--- src/rtl/play_link_ctrl_pkg.sv ---
`default_nettype none
// ============================================================================
//  Module   : play_link_ctrl_pkg
//  Purpose  : Shared definitions for the play-link master/slave boards:
//             controller state encoding, link-word field positions and a
//             helper that packs a link word.
//  Revision : 1.0  initial release
// ============================================================================
package play_link_ctrl_pkg;

    typedef enum logic [1:0] {
        IDLE   = 2'd0,
        ARM    = 2'd1,
        PLAY   = 2'd2,
        FINISH = 2'd3
    } state_t;

    localparam int LINK_W    = 4;
    localparam int PLAY_BIT  = 3;
    localparam int LEVEL_MSB = 2;
    localparam int SEC_W     = 10;

    localparam logic [LEVEL_MSB:0] LEVEL_MAX = '1;

    // Pack a cross-board word from the play flag and a level value.
    function automatic logic [LINK_W-1:0] make_link(input logic play,
                                                    input logic [LEVEL_MSB:0] lvl);
        logic [LINK_W-1:0] word;
        word              = '0;
        word[PLAY_BIT]    = play;
        word[LEVEL_MSB:0] = lvl;
        return word;
    endfunction

endpackage
`default_nettype wire

--- src/rtl/play_link_ctrl_sec_timer.sv ---
`default_nettype none
// ============================================================================
//  Module   : play_link_ctrl_sec_timer
//  Purpose  : Elapsed-seconds timer. Divides clk by CLK_HZ while enabled and
//             counts whole seconds, saturating at the top of the sec range.
//             clear has priority over enable.
//  Revision : 1.0  initial release
// ============================================================================
module play_link_ctrl_sec_timer
    import play_link_ctrl_pkg::*;
#(
    parameter int CLK_HZ = 100000000
) (
    input  logic       clk,
    input  logic       rst,
    input  logic       enable,
    input  logic       clear,
    output logic [9:0] sec
);

    localparam int              CNT_W    = (CLK_HZ > 1) ? $clog2(CLK_HZ) : 1;
    localparam logic [CNT_W-1:0] CNT_LAST = CNT_W'(CLK_HZ - 1);
    localparam logic [SEC_W-1:0] SEC_MAX  = '1;

    logic [CNT_W-1:0] cnt;

    // Sub-second prescaler and saturating seconds count.
    always_ff @(posedge clk or posedge rst) begin
        if (rst) begin
            cnt <= '0;
            sec <= '0;
        end else if (clear) begin
            cnt <= '0;
            sec <= '0;
        end else if (enable) begin
            if (cnt == CNT_LAST) begin
                cnt <= '0;
                if (sec != SEC_MAX) begin
                    sec <= sec + 1'b1;
                end
            end else begin
                cnt <= cnt + 1'b1;
            end
        end
    end

endmodule
`default_nettype wire

--- src/rtl/play_link_ctrl.sv ---
`default_nettype none
// ============================================================================
//  Module   : play_link_ctrl
//  Purpose  : Play-session controller driving a 4-bit cross-board link word
//             (play flag + level). Every link_out change is spaced at least
//             HOLD_CYC cycles from the previous one, except the forced clear
//             on session end. Sessions end on stop or on reaching max_sec.
//  Revision : 1.0  initial release
// ============================================================================
module play_link_ctrl
    import play_link_ctrl_pkg::*;
#(
    parameter int CLK_HZ   = 100000000,
    parameter int HOLD_CYC = 8
) (
    input  logic       clk,
    input  logic       rst,
    input  logic       start,
    input  logic       stop,
    input  logic       level_up,
    input  logic       level_down,
    input  logic [9:0] max_sec,
    output logic [3:0] link_out,
    output logic       busy,
    output logic [9:0] sec,
    output logic       done
);

    // Hold counter saturates at HOLD_CYC-1, which always fits in clog2 bits.
    localparam int               HOLD_W    = $clog2(HOLD_CYC);
    localparam logic [HOLD_W-1:0] HOLD_LAST = HOLD_W'(HOLD_CYC - 1);

    state_t              state;
    state_t              state_nxt;
    logic [HOLD_W-1:0]   hold_cnt;
    logic [HOLD_W-1:0]   hold_nxt;
    logic                hold_ok;
    logic [LEVEL_MSB:0]  level;
    logic [LINK_W-1:0]   link_nxt;
    logic                done_nxt;
    logic                timer_en;
    logic                timer_clr;
    logic                session_end;

    assign hold_ok     = (hold_cnt >= HOLD_LAST);
    assign session_end = stop || ((max_sec != '0) && (sec == max_sec));

    // Next-state, next link word and hold-counter bookkeeping.
    always_comb begin
        state_nxt = state;
        link_nxt  = link_out;
        hold_nxt  = hold_ok ? hold_cnt : hold_cnt + 1'b1;
        done_nxt  = 1'b0;
        timer_en  = 1'b0;
        timer_clr = 1'b0;
        case (state)
            IDLE: begin
                timer_clr = 1'b1;
                if (start && !stop) begin
                    state_nxt = ARM;
                    hold_nxt  = '0;
                end
            end
            ARM: begin
                if (stop) begin
                    state_nxt = FINISH;
                    link_nxt  = '0;
                    hold_nxt  = '0;
                    done_nxt  = 1'b1;
                end else if (hold_ok) begin
                    state_nxt = PLAY;
                    link_nxt  = make_link(1'b1, level);
                    hold_nxt  = '0;
                end
            end
            PLAY: begin
                if (session_end) begin
                    // Forced clear on exit ignores the hold spacing.
                    state_nxt = FINISH;
                    link_nxt  = '0;
                    hold_nxt  = '0;
                    done_nxt  = 1'b1;
                end else begin
                    timer_en = 1'b1;
                    // A pending level is published once the hold window expires.
                    if (hold_ok && (link_out[LEVEL_MSB:0] != level)) begin
                        link_nxt = make_link(1'b1, level);
                        hold_nxt = '0;
                    end
                end
            end
            FINISH: begin
                if (hold_ok) begin
                    state_nxt = IDLE;
                    timer_clr = 1'b1;
                end
            end
            default: begin
                state_nxt = IDLE;
            end
        endcase
    end

    // Controller registers; all outputs come straight from flops.
    always_ff @(posedge clk or posedge rst) begin
        if (rst) begin
            state    <= IDLE;
            hold_cnt <= '0;
            link_out <= '0;
            done     <= 1'b0;
            busy     <= 1'b0;
        end else begin
            state    <= state_nxt;
            hold_cnt <= hold_nxt;
            link_out <= link_nxt;
            done     <= done_nxt;
            busy     <= (state_nxt != IDLE);
        end
    end

    // Saturating level register; simultaneous up/down cancel out.
    always_ff @(posedge clk or posedge rst) begin
        if (rst) begin
            level <= '0;
        end else if (level_up && !level_down && (level != LEVEL_MAX)) begin
            level <= level + 1'b1;
        end else if (level_down && !level_up && (level != '0)) begin
            level <= level - 1'b1;
        end
    end

    play_link_ctrl_sec_timer #(
        .CLK_HZ (CLK_HZ)
    ) sec_timer (
        .clk    (clk),
        .rst    (rst),
        .enable (timer_en),
        .clear  (timer_clr),
        .sec    (sec)
    );

endmodule
`default_nettype wire
--- config.mk ---
export PLATFORM = sky130hd
export DESIGN_NAME = play_link_ctrl
export DESIGN_NICKNAME = d
export VERILOG_FILES = /design/src/rtl/play_link_ctrl_pkg.sv /design/src/rtl/play_link_ctrl_sec_timer.sv /design/src/rtl/play_link_ctrl.sv
export SDC_FILE = /design/constraint.sdc
export NUM_CORES = 1
export LEC_CHECK = 0
export CAP_MARGIN = 10
export CELL_PAD_IN_SITES_DETAIL_PLACEMENT = 2
export CELL_PAD_IN_SITES_GLOBAL_PLACEMENT = 2
export CORE_MARGIN = 10
export CORE_UTILIZATION = 35
export DETAILED_ROUTE_END_ITERATION = 6
export MAX_ROUTING_LAYER = met4
export PLACE_DENSITY = 0.82
export SLEW_MARGIN = 0
export SYNTH_ARGS = -nofsm -noshare
export SYNTH_HDL_FRONTEND = slang
export SYNTH_SLANG_ARGS = --single-unit
--- constraint.sdc ---
create_clock -name clk -period 3.39 [get_ports clk]
set_clock_uncertainty 0.15 [all_clocks]
set_input_delay 1.017 -clock clk [delete_from_list [all_inputs] [get_ports clk]]
set_output_delay 1.017 -clock clk [all_outputs]
set_load 0.02 [all_outputs]
==> flow_summary.json <==
{
  "drive_gt1_frac": 0.0962,
  "cp_cell_sequence": "clkdlybuf4s50_1 > nor4_1 > nand3_1 > a41oi_4 > o311ai_2 > or4_1 > a21oi_1",
  "die_x_um": 115,
  "io_pins": 32,
  "clock_latency_ns": 0.32,
  "end_kind": "register",
  "min_period_over_period": 0.926,
  "hold_class": "reg2reg",
  "startpoint_type": "input pin",
  "holdPathEnd": "sec_timer.cnt[5]",
  "syn_nets": 378,
  "critPathKind": "in2reg",
  "port_buffers": 31,
  "whs_path_depth": 1,
  "cts_buffers": 5,
  "postCtsSetupBuffers": 0,
  "yosys_warnings": 0,
  "drt-initial-drc-count": 116,
  "relSlewSlack": 0.391,
  "cts_buffer_depth": 2,
  "max_freq_ghz": 0.319,
  "cts.sinks": 51,
  "r2r_end": "sec_timer.sec[4]",
  "grt_antenna_before_repair": 0,
  "critical_path_required_ns": 3.48,
  "post_cts_resized": 0,
  "reg2reg_depth": 6,
  "cts_tree": "yes",
  "remaining_drc_errors": 0,
  "num_vias": 2884,
  "ys_ff_latch": 51,
  "drv_slew": 0,
  "setup_viol": 0,
  "synth.largest_area_cell": "dfrtp_1",
  "yosys-top-cells-area": "dfrtp_1 41%, xor2_1 7.8%, o21ai_0 4.5%",
  "first_pass_iters": 4,
  "cts_hold_buf": 0,
  "grt_max_degree": 33,
  "arrival_ns": 3.23,
  "htree_num_levels": 2,
  "yosysSeqAreaShare": 0.407,
  "core_area_um2": 8720,
  "fp.dieH_um": 115,
  "cp_max_fo": 14,
  "grt_pass1_vias": 3233,
  "synth_most_common_cell": "dfrtp_1",
  "synthCells": 352,
  "ys.flop_type": "dfrtp_1",
  "final.min_clock_period_ns": 3.14,
  "synth.avg_cell_area_um2": 8.91,
  "status": "complete, no violations",
  "p_leak_nw": 1.59,
  "final_cell_area_um2": 3790,
  "slowest_delay_ns": 0.51,
  "syn_area_um2": 3140,
  "rr_startpoint": "sec_timer.cnt[17]",
  "final_nets": 420,
  "drv_cap": 0,
  "ys_async_sr_fraction": 1.00,
  "routed_wl_mm": 9.74,
  "holdCritStartpoint": "sec_timer.cnt[5]",
  "wire_per_inst_um": 19.4,
  "placed_area_um2": 3680,
  "ir_drop_v": 0.000259,
  "diodes": 0,
  "place_hpwl_mm": 7.08,
  "yosysUniqueCellTypes": 46,
  "fin_tns_setup_ns": 0,
  "synth_top_area_share": 0.407,
  "gp_congestion": 0.800,
  "area_delta_synth_final_pct": 20.9,
  "viasPerCell": 5.73,
  "hold_viol_final": 0,
  "grt_usage": 0.158,
  "reg2reg_setup_slack_ns": 0.66,
  "ys_top_cells_by_count": "51 x dfrtp_1, 36 x nor2_1, 28 x o21ai_0, 28 x xor2_1, 22 x nand2_1",
  "fp-row-count": 34,
  "crit_slowest_cell": "or4_1",
  "p_per_area_nw_per_um2": 576,
  "antenna_left": 0,
  "clk_pin_slew_ns": 0.11,
  "start_util": 0.360,
  "rsz0062_at_grt": "false",
  "dieArea_um2": 13100,
  "root_buffer": "clkbuf_8",
  "worst_pin_slew_ns": 0.911,
  "overflow": 0,
  "grt_pass1_wl_mm": 16.7,
  "synth_edf_count": 0
}
-- sequential cells by signal, summed over array words and instances, names as in the netlist --
| signal | count |
|---|---|
| sec_timer.sec | 10 |
| link_out | 4 |
| level | 3 |
| sec_timer.cnt | 27 |
| done | 1 |
| busy | 1 |
| state | 2 |
| hold_cnt | 3 |
-- cells in the final DEF (no fill, tap or decap), types with 4 or more instances in the layout --
cell,count
a21oi_1,20
and3_1,6
buf_4,15
clkbuf_8,5
clkdlybuf4s50_1,31
dfrtp_1,51
ha_1,9
inv_1,13
nand2_1,22
nand2b_1,7
nand3_1,17
nand4_1,8
nor2_1,36
nor2b_1,6
nor3_1,13
nor4_1,8
o2111ai_1,5
o211ai_1,4
o21ai_0,28
o31ai_1,7
or3_1,6
xnor2_1,4
xor2_1,28
-- per-stage QoR --
step                      hold slack (ns)   util  worst slack (ns)  std cells  total power [mW]
after detailed placement            0.328  0.422           -0.0948        495              1.75
after global placement              0.313  0.422            0.0515        495              1.68
final                               0.346  0.435             0.251        503              2.18
after global routing                0.382  0.435            0.0376        503              2.35
after CTS                           0.357  0.435             0.234        503              2.22
after floorplan                     0.287      -             0.583        352              1.36
-- per-layer routing --
metal  vias up  global-route usage  routed length [µm]
met1      1464               0.184                4350
met3        20              0.0241                 238
met2        43               0.274                4980
li1       1357                   -                   -
met5         -                   -                   0
met4         0              0.0434                 167
-- power breakdown --
part	switching, mW	internal (mW)
clock	0.231	0.220
sequential	0.117	0.683
combinational	0.546	0.387
-- area by class of cell --
cell class	instances	area (µm²)
clock buffer	5	68.8
tap	108	135
timing repair buffer	48	463
fill	983	4930
multi-input combinational	274	1750
inverter	14	52.6
clock inverter	3	43.8
sequential	51	1280
-- worst max-delay path by stage --
stage               start           endpoint  slack (ns)  depth (start not counted)
4_1_cts        max_sec[4]   sec_timer.sec[8]        0.23                          7
5_1_grt        max_sec[4]   sec_timer.sec[4]        0.04                          7
2_1_floorplan  max_sec[9]   sec_timer.sec[1]        0.58                          7
3_5_place_dp   max_sec[4]   sec_timer.sec[8]       -0.09                          7
3_3_place_gp   max_sec[4]  sec_timer.cnt[18]        0.05                          8
6_report       max_sec[4]   sec_timer.sec[4]        0.25                          7
-- cell families (layout without fill, tap and decap cells) --
| kind of cell | Yosys count | in the layout | share of synthesized area |
|---|---|---|---|
| compound gates | 87 | 87 | 0.185 |
| xor+xnor | 32 | 32 | 0.0894 |
| fa+ha+maj | 10 | 10 | 0.0423 |
| buf+inv | 27 | 70 | 0.0351 |
| flops | 51 | 51 | 0.407 |
| mux | 1 | 1 | 0.00319 |
| simple gates | 144 | 144 | 0.238 |
-- critical path: cells and delay by family --
family          cells  cell delay (ns)
compound gates      3             0.69
simple gates        3             1.07
buf+inv             1             0.45
Power figures use the tool's default switching activity.
